### src/rtl/load_store_unit.sv
`default_nettype none
// +------------------------------------------------------------------------+
// | load_store_unit: RV32 data-memory access with read-merge sub-word store |
// | Option: LSU_MISALIGN_TRAP_EN flags and blocks misaligned H/W accesses   |
// | Revision: 1.0                                                           |
// +------------------------------------------------------------------------+
module load_store_unit #(
   parameter int ADDR_WIDTH       = 32,
   parameter int WORD_INDEX_WIDTH = 30
) (
   input  logic                        clock,
   input  logic                        reset,
   input  logic                        memRead,
   input  logic                        memWrite,
   input  logic [2:0]                  funct3,
   input  logic [ADDR_WIDTH-1:0]       address,
   input  logic [31:0]                 storeData,
   output logic [31:0]                 loadData,
   output logic                        stall,
   output logic                        misaligned,
   output logic [WORD_INDEX_WIDTH-1:0] memAddress,
   output logic [31:0]                 memWriteData,
   output logic                        memWriteEn,
   output logic                        memReadEn,
   input  logic [31:0]                 memReadData
);

   typedef enum logic [0:0] {
      IDLE        = 1'b0,
      MERGE_WRITE = 1'b1
   } state_t;

   state_t                      r_state;
   logic [WORD_INDEX_WIDTH-1:0] r_index;
   logic [31:0]                 r_merge;

   logic [ADDR_WIDTH-1:0]       w_addr_word;
   logic [WORD_INDEX_WIDTH-1:0] w_index;
   logic                        w_legal;
   logic                        w_size_byte;
   logic                        w_size_half;
   logic                        w_size_word;
   logic                        w_store;
   logic                        w_load;
   logic                        w_misal;
   logic                        w_start_merge;
   logic [7:0]                  w_byte;
   logic [15:0]                 w_half;
   logic [31:0]                 w_load_ext;
   logic [31:0]                 w_merged;

   assign w_addr_word = {2'b00, address[ADDR_WIDTH-1:2]};
   assign w_index     = w_addr_word[WORD_INDEX_WIDTH-1:0];

   generate
      if (WORD_INDEX_WIDTH < ADDR_WIDTH) begin : g_trunc
         logic w_unused_upper;
         assign w_unused_upper = ^w_addr_word[ADDR_WIDTH-1:WORD_INDEX_WIDTH];
      end
   endgenerate

   assign w_legal     = (funct3 != 3'b011) && (funct3 != 3'b110) && (funct3 != 3'b111);
   assign w_size_byte = (funct3[1:0] == 2'b00);
   assign w_size_half = (funct3[1:0] == 2'b01);
   assign w_size_word = (funct3[1:0] == 2'b10);
   assign w_store     = memWrite && w_legal;
   assign w_load      = memRead && !memWrite && w_legal;

`ifdef LSU_MISALIGN_TRAP_EN
   assign w_misal = (w_store || w_load) &&
                    ((w_size_half && address[0]) || (w_size_word && (address[1:0] != 2'b00)));
`else
   assign w_misal = 1'b0;
`endif

   assign w_start_merge = (r_state == IDLE) && w_store && !w_size_word && !w_misal;

   always_comb begin
      w_byte = memReadData[7:0];
      case (address[1:0])
         2'b00:   w_byte = memReadData[7:0];
         2'b01:   w_byte = memReadData[15:8];
         2'b10:   w_byte = memReadData[23:16];
         default: w_byte = memReadData[31:24];
      endcase
   end

   assign w_half = address[1] ? memReadData[31:16] : memReadData[15:0];

   always_comb begin
      w_load_ext = 32'd0;
      case (funct3)
         3'b000:  w_load_ext = {{24{w_byte[7]}}, w_byte};
         3'b001:  w_load_ext = {{16{w_half[15]}}, w_half};
         3'b010:  w_load_ext = memReadData;
         3'b100:  w_load_ext = {24'd0, w_byte};
         3'b101:  w_load_ext = {16'd0, w_half};
         default: w_load_ext = 32'd0;
      endcase
   end

   // Splice the low store bits into the addressed lane of the current word.
   always_comb begin
      w_merged = memReadData;
      if (w_size_byte) begin
         case (address[1:0])
            2'b00:   w_merged = {memReadData[31:8], storeData[7:0]};
            2'b01:   w_merged = {memReadData[31:16], storeData[7:0], memReadData[7:0]};
            2'b10:   w_merged = {memReadData[31:24], storeData[7:0], memReadData[15:0]};
            default: w_merged = {storeData[7:0], memReadData[23:0]};
         endcase
      end else if (address[1]) begin
         w_merged = {storeData[15:0], memReadData[15:0]};
      end else begin
         w_merged = {memReadData[31:16], storeData[15:0]};
      end
   end

   always_ff @(posedge clock or negedge reset) begin
      if (!reset) begin
         r_state <= IDLE;
         r_index <= '0;
         r_merge <= 32'd0;
      end else begin
         case (r_state)
            IDLE: begin
               if (w_start_merge) begin
                  r_index <= w_index;
                  r_merge <= w_merged;
                  r_state <= MERGE_WRITE;
               end
            end
            default: r_state <= IDLE;
         endcase
      end
   end

   // Outputs are gated by reset so an in-flight merge never writes.
   always_comb begin
      loadData     = 32'd0;
      stall        = 1'b0;
      misaligned   = 1'b0;
      memWriteData = 32'd0;
      memWriteEn   = 1'b0;
      memReadEn    = 1'b0;
      memAddress   = (r_state == MERGE_WRITE) ? r_index : w_index;
      if (reset) begin
         if (r_state == MERGE_WRITE) begin
            memWriteEn   = 1'b1;
            memWriteData = r_merge;
         end else if (w_misal) begin
            misaligned = 1'b1;
         end else if (w_store) begin
            if (w_size_word) begin
               memWriteEn   = 1'b1;
               memWriteData = storeData;
            end else begin
               memReadEn = 1'b1;
               stall     = 1'b1;
            end
         end else if (w_load) begin
            memReadEn = 1'b1;
            loadData  = w_load_ext;
         end
      end
   end

endmodule
`default_nettype wire

### config.mk
export PLATFORM = sky130hd
export DESIGN_NAME = load_store_unit
export DESIGN_NICKNAME = d
export VERILOG_FILES = /design/src/rtl/load_store_unit.sv
export SDC_FILE = /design/constraint.sdc
export NUM_CORES = 1
export LEC_CHECK = 0
export CORE_MARGIN = 2
export CORE_UTILIZATION = 30
export DETAILED_ROUTE_END_ITERATION = 16
export HOLD_SLACK_MARGIN = 0.12
export PLACE_DENSITY = 0.72
export SLEW_MARGIN = 20
export SYNTH_ARGS = -nofsm -noshare
export SYNTH_HDL_FRONTEND = slang
export SYNTH_SLANG_ARGS = --single-unit
### constraint.sdc
create_clock -name clock -period 3.4 [get_ports clock]
set_input_delay 1.02 -clock clock [delete_from_list [all_inputs] [get_ports clock]]
set_output_delay 1.02 -clock clock [all_outputs]
set_load 0.03 [all_outputs]
==> results.yml <==
power_and_ir_drop:
  comb_power_share_pct: 33.8
  p_leak_uw: 0.00358
  switchingPower_uw: 880
  p_seq_share_pct: 33.5
  vdd_drop_max_uv: 244
  p_per_area_nw_per_um2: 345
  p_sw_share_pct: 31.3
  p_int_uw: 1930
  clkPwrFrac_pct: 32.8
worst_setup_path:
  critPathArrivalTime_ps: 2360
  crit_path_max_fanout: 2
  r2r-end: "r_merge[8]"
  cp.required_ps: 2380
  timing.rr.start: "r_state"
  end_kind: "output pin"
  cp_top_family: "buffers and inverters"
  reg2reg_slack_ps: 1020
  slowest_delay_ps: 480
  critPathLaunchType: "input port"
  crit_slowest_cell: "clkdlybuf4s50_1"
  path_cells: "clkdlybuf4s50_1 > mux4_2 > a32o_2 > buf_6"
  critPathKind: "in2out"
  reg2reg_depth: 6
  worst-path-buf-inv: 2
synthesis:
  synth.net_count: 653
  synth_area_per_cell_sq_um: 8.16
  synth.distinct_cells: 45
  syn_inst: 550
  synth_top_cell_by_area: "dfrtp_1"
  syn_area_sq_um: 4490
  synth-edff-count: 0
  ys_warn_count: 0
  yosysSeqAreaShare_pct: 35.1
  ys_top_cells_by_area: "dfrtp_1, nand2_1, mux2i_1, mux2_2, nor2_1"
  async_flop_share_pct: 100
  synth_ff_type: "dfrtp_1"
  synth_top_area_share_pct: 35.1
  yosys_register_bits: 63
die:
  die_y_um: 126
  core_sq_um: 14600
  pin_count: 201
  die-area_sq_um: 16000
  rows: 44
  start_util_pct: 30.8
  die_w_um: 126
placed_design:
  dp_hpwl_um: 12400
  io_buffers: 199
  gp_congestion: 0.892
timing:
  drv_slew: 0
  finalCritPeriodShare_pct: 99.4
  finClkSkew_ps: 6.77
  slew_headroom_pct: 51.9
  setup_tns_ps: 0
  rsz0062_at_grt: "true"
  setup_violations: 0
  fmax_mhz: 296
  hold_viol: 0
  worstMarginPinSlew_ps: 722
  period_needed_ps: 3380
clock_network:
  clock-sinks: 63
  clock_latency_ps: 320
  cts_max_level: 3
  clk_path_buf_depth: 2
  root_buffer: "clkbuf_16"
  clkTransAtPathRegs_ps: 50
  cts_tree: "built"
  cts_made_buffers: 9
final_layout:
  fin_nets: 911
  layout_commonest_cell: "nand2_1"
  finish.utilization_pct: 55.8
  final_cell_mix: "nand2_1, clkdlybuf4s50_1, buf_4, dfrtp_1, mux2i_1"
  synthToLayoutAreaGrowth_pct: 81.4
  ff_latch_area_sq_um: 1580
  drive_gt1_share_pct: 34.6
  n_antenna_cell: 0
  num-fill-cells: 1255
  multiInputGateArea_sq_um: 3110
routing:
  wl_um: 17300
  ant_nets: 0
  met2_length_um: 8030
  num_vias: 5050
  wl_per_cell_um: 17.4
  wl_met1_um: 8020
  firstDrtPassIters: 5
  drtIter0Drc: 281
  highest_layer: "met4"
  drc: 0
  viasPerCell: 5.07
  met3_length_um: 1030
grt:
  grt_first_pass_wirelength_um: 27800
  grt_overflow: 0
  grt_max_degree: 55
  antenna_found_initial: 0
  grt_pass1_vias: 5101
  grt.total_usage_pct: 21.9
worst_hold_path:
  min_to: "r_index[10]"
  min_delay_path_depth: 2
  min-delay-start: "r_index[10]"
  hp-class: "reg2reg"
job:
  max_cap_violations: 0
status:
  status: "completed"
## per-layer routing
layer,vias to the layer above,global-route usage (%)
met5,-,0
met1,2391,31.4
met4,0,6.27
met3,22,3.92
met2,216,34.0
li1,2421,-
## how the worst max path moves through the flow
| stage | cells past startpoint | slack, ps | startpoint | end |
|---|---|---|---|---|
| 6_report | 4 | 20 | memReadData[13] | loadData[5] |
| 3_3_place_gp | 6 | -810 | address[0] | loadData[1] |
| 2_1_floorplan | 5 | 30 | address[0] | loadData[0] |
| 3_5_place_dp | 6 | -780 | address[0] | loadData[1] |
| 4_1_cts | 10 | -30 | funct3[0] | memWriteData[14] |
| 5_1_grt | 6 | -20 | address[0] | loadData[5] |
## tightest hold or removal path: stages, from the launching register on
cell and delay, ps:
dfrtp_1 330, nand2_1 50, nand2_1 50
## metrics by stage
step | cell area, sq um | cells | setup slack, ps | total power [uW] | hold WS [ps]
CTS | 8090 | 997 | -34.1 | 2820 | 472
global placement | 7130 | 968 | -807 | 1790 | 452
floorplan | 4490 | 550 | 28.3 | 1380 | 438
detailed placement | 7130 | 968 | -783 | 1810 | 458
finish | 8140 | 996 | 19.9 | 2810 | 470
global route | 8140 | 996 | -23.6 | 2960 | 496
## cells in the mapped netlist (all sizes together), types with 2 or more instances
cell,number
a21o,2
a21oi,34
a221oi,8
a31oi,3
a32o,7
a32oi,2
and2,3
and3,6
buf,26
clkbuf,17
dfrtp,63
inv,3
mux2,30
mux2i,55
mux4,7
nand2,150
nand2b,2
nand3,2
nand3b,6
nor2,64
nor2b,3
o21ai,42
or3b,2
## area by class of cell
type | count | share of cell area [%]
clock inverter | 3 | 0.523
multi-input combinational | 441 | 38.2
clock buffer | 12 | 3.15
tap | 184 | 2.83
timing repair buffer | 290 | 35.7
inverter | 3 | 0.138
sequential | 63 | 19.4
## power by group through the flow
stage	clock (uW)	sequential [uW]	combinational, uW
3_5_place_dp	0	951	856
3_3_place_gp	0	947	847
2_1_floorplan	0	926	454
5_1_grt	974	956	1020
4_1_cts	938	939	944
6_report	920	940	949
## state kept, by name (all words and copies together) (netlist names)
register  count
r_index      30
r_merge      32
r_state       1
## kinds of logic after synthesis
group | after synthesis | share of synthesized area (%)
simple gates | 244 | 22.8
mux | 92 | 23.3
buf+inv | 46 | 4.52
flops | 63 | 35.1
compound gates | 104 | 14.2
other cells | 1 | 0.0836
## repair_timing
action | in CTS | in global routing
setup endpoints to repair | 67 | 60
cloned | 3 | 0
resized for setup | 197 | 17
setup buffers | 13 | 1
hold buffers | 0 | 0
pin swaps | 41 | 9
No activity file was read; power rests on OpenSTA's default activity.
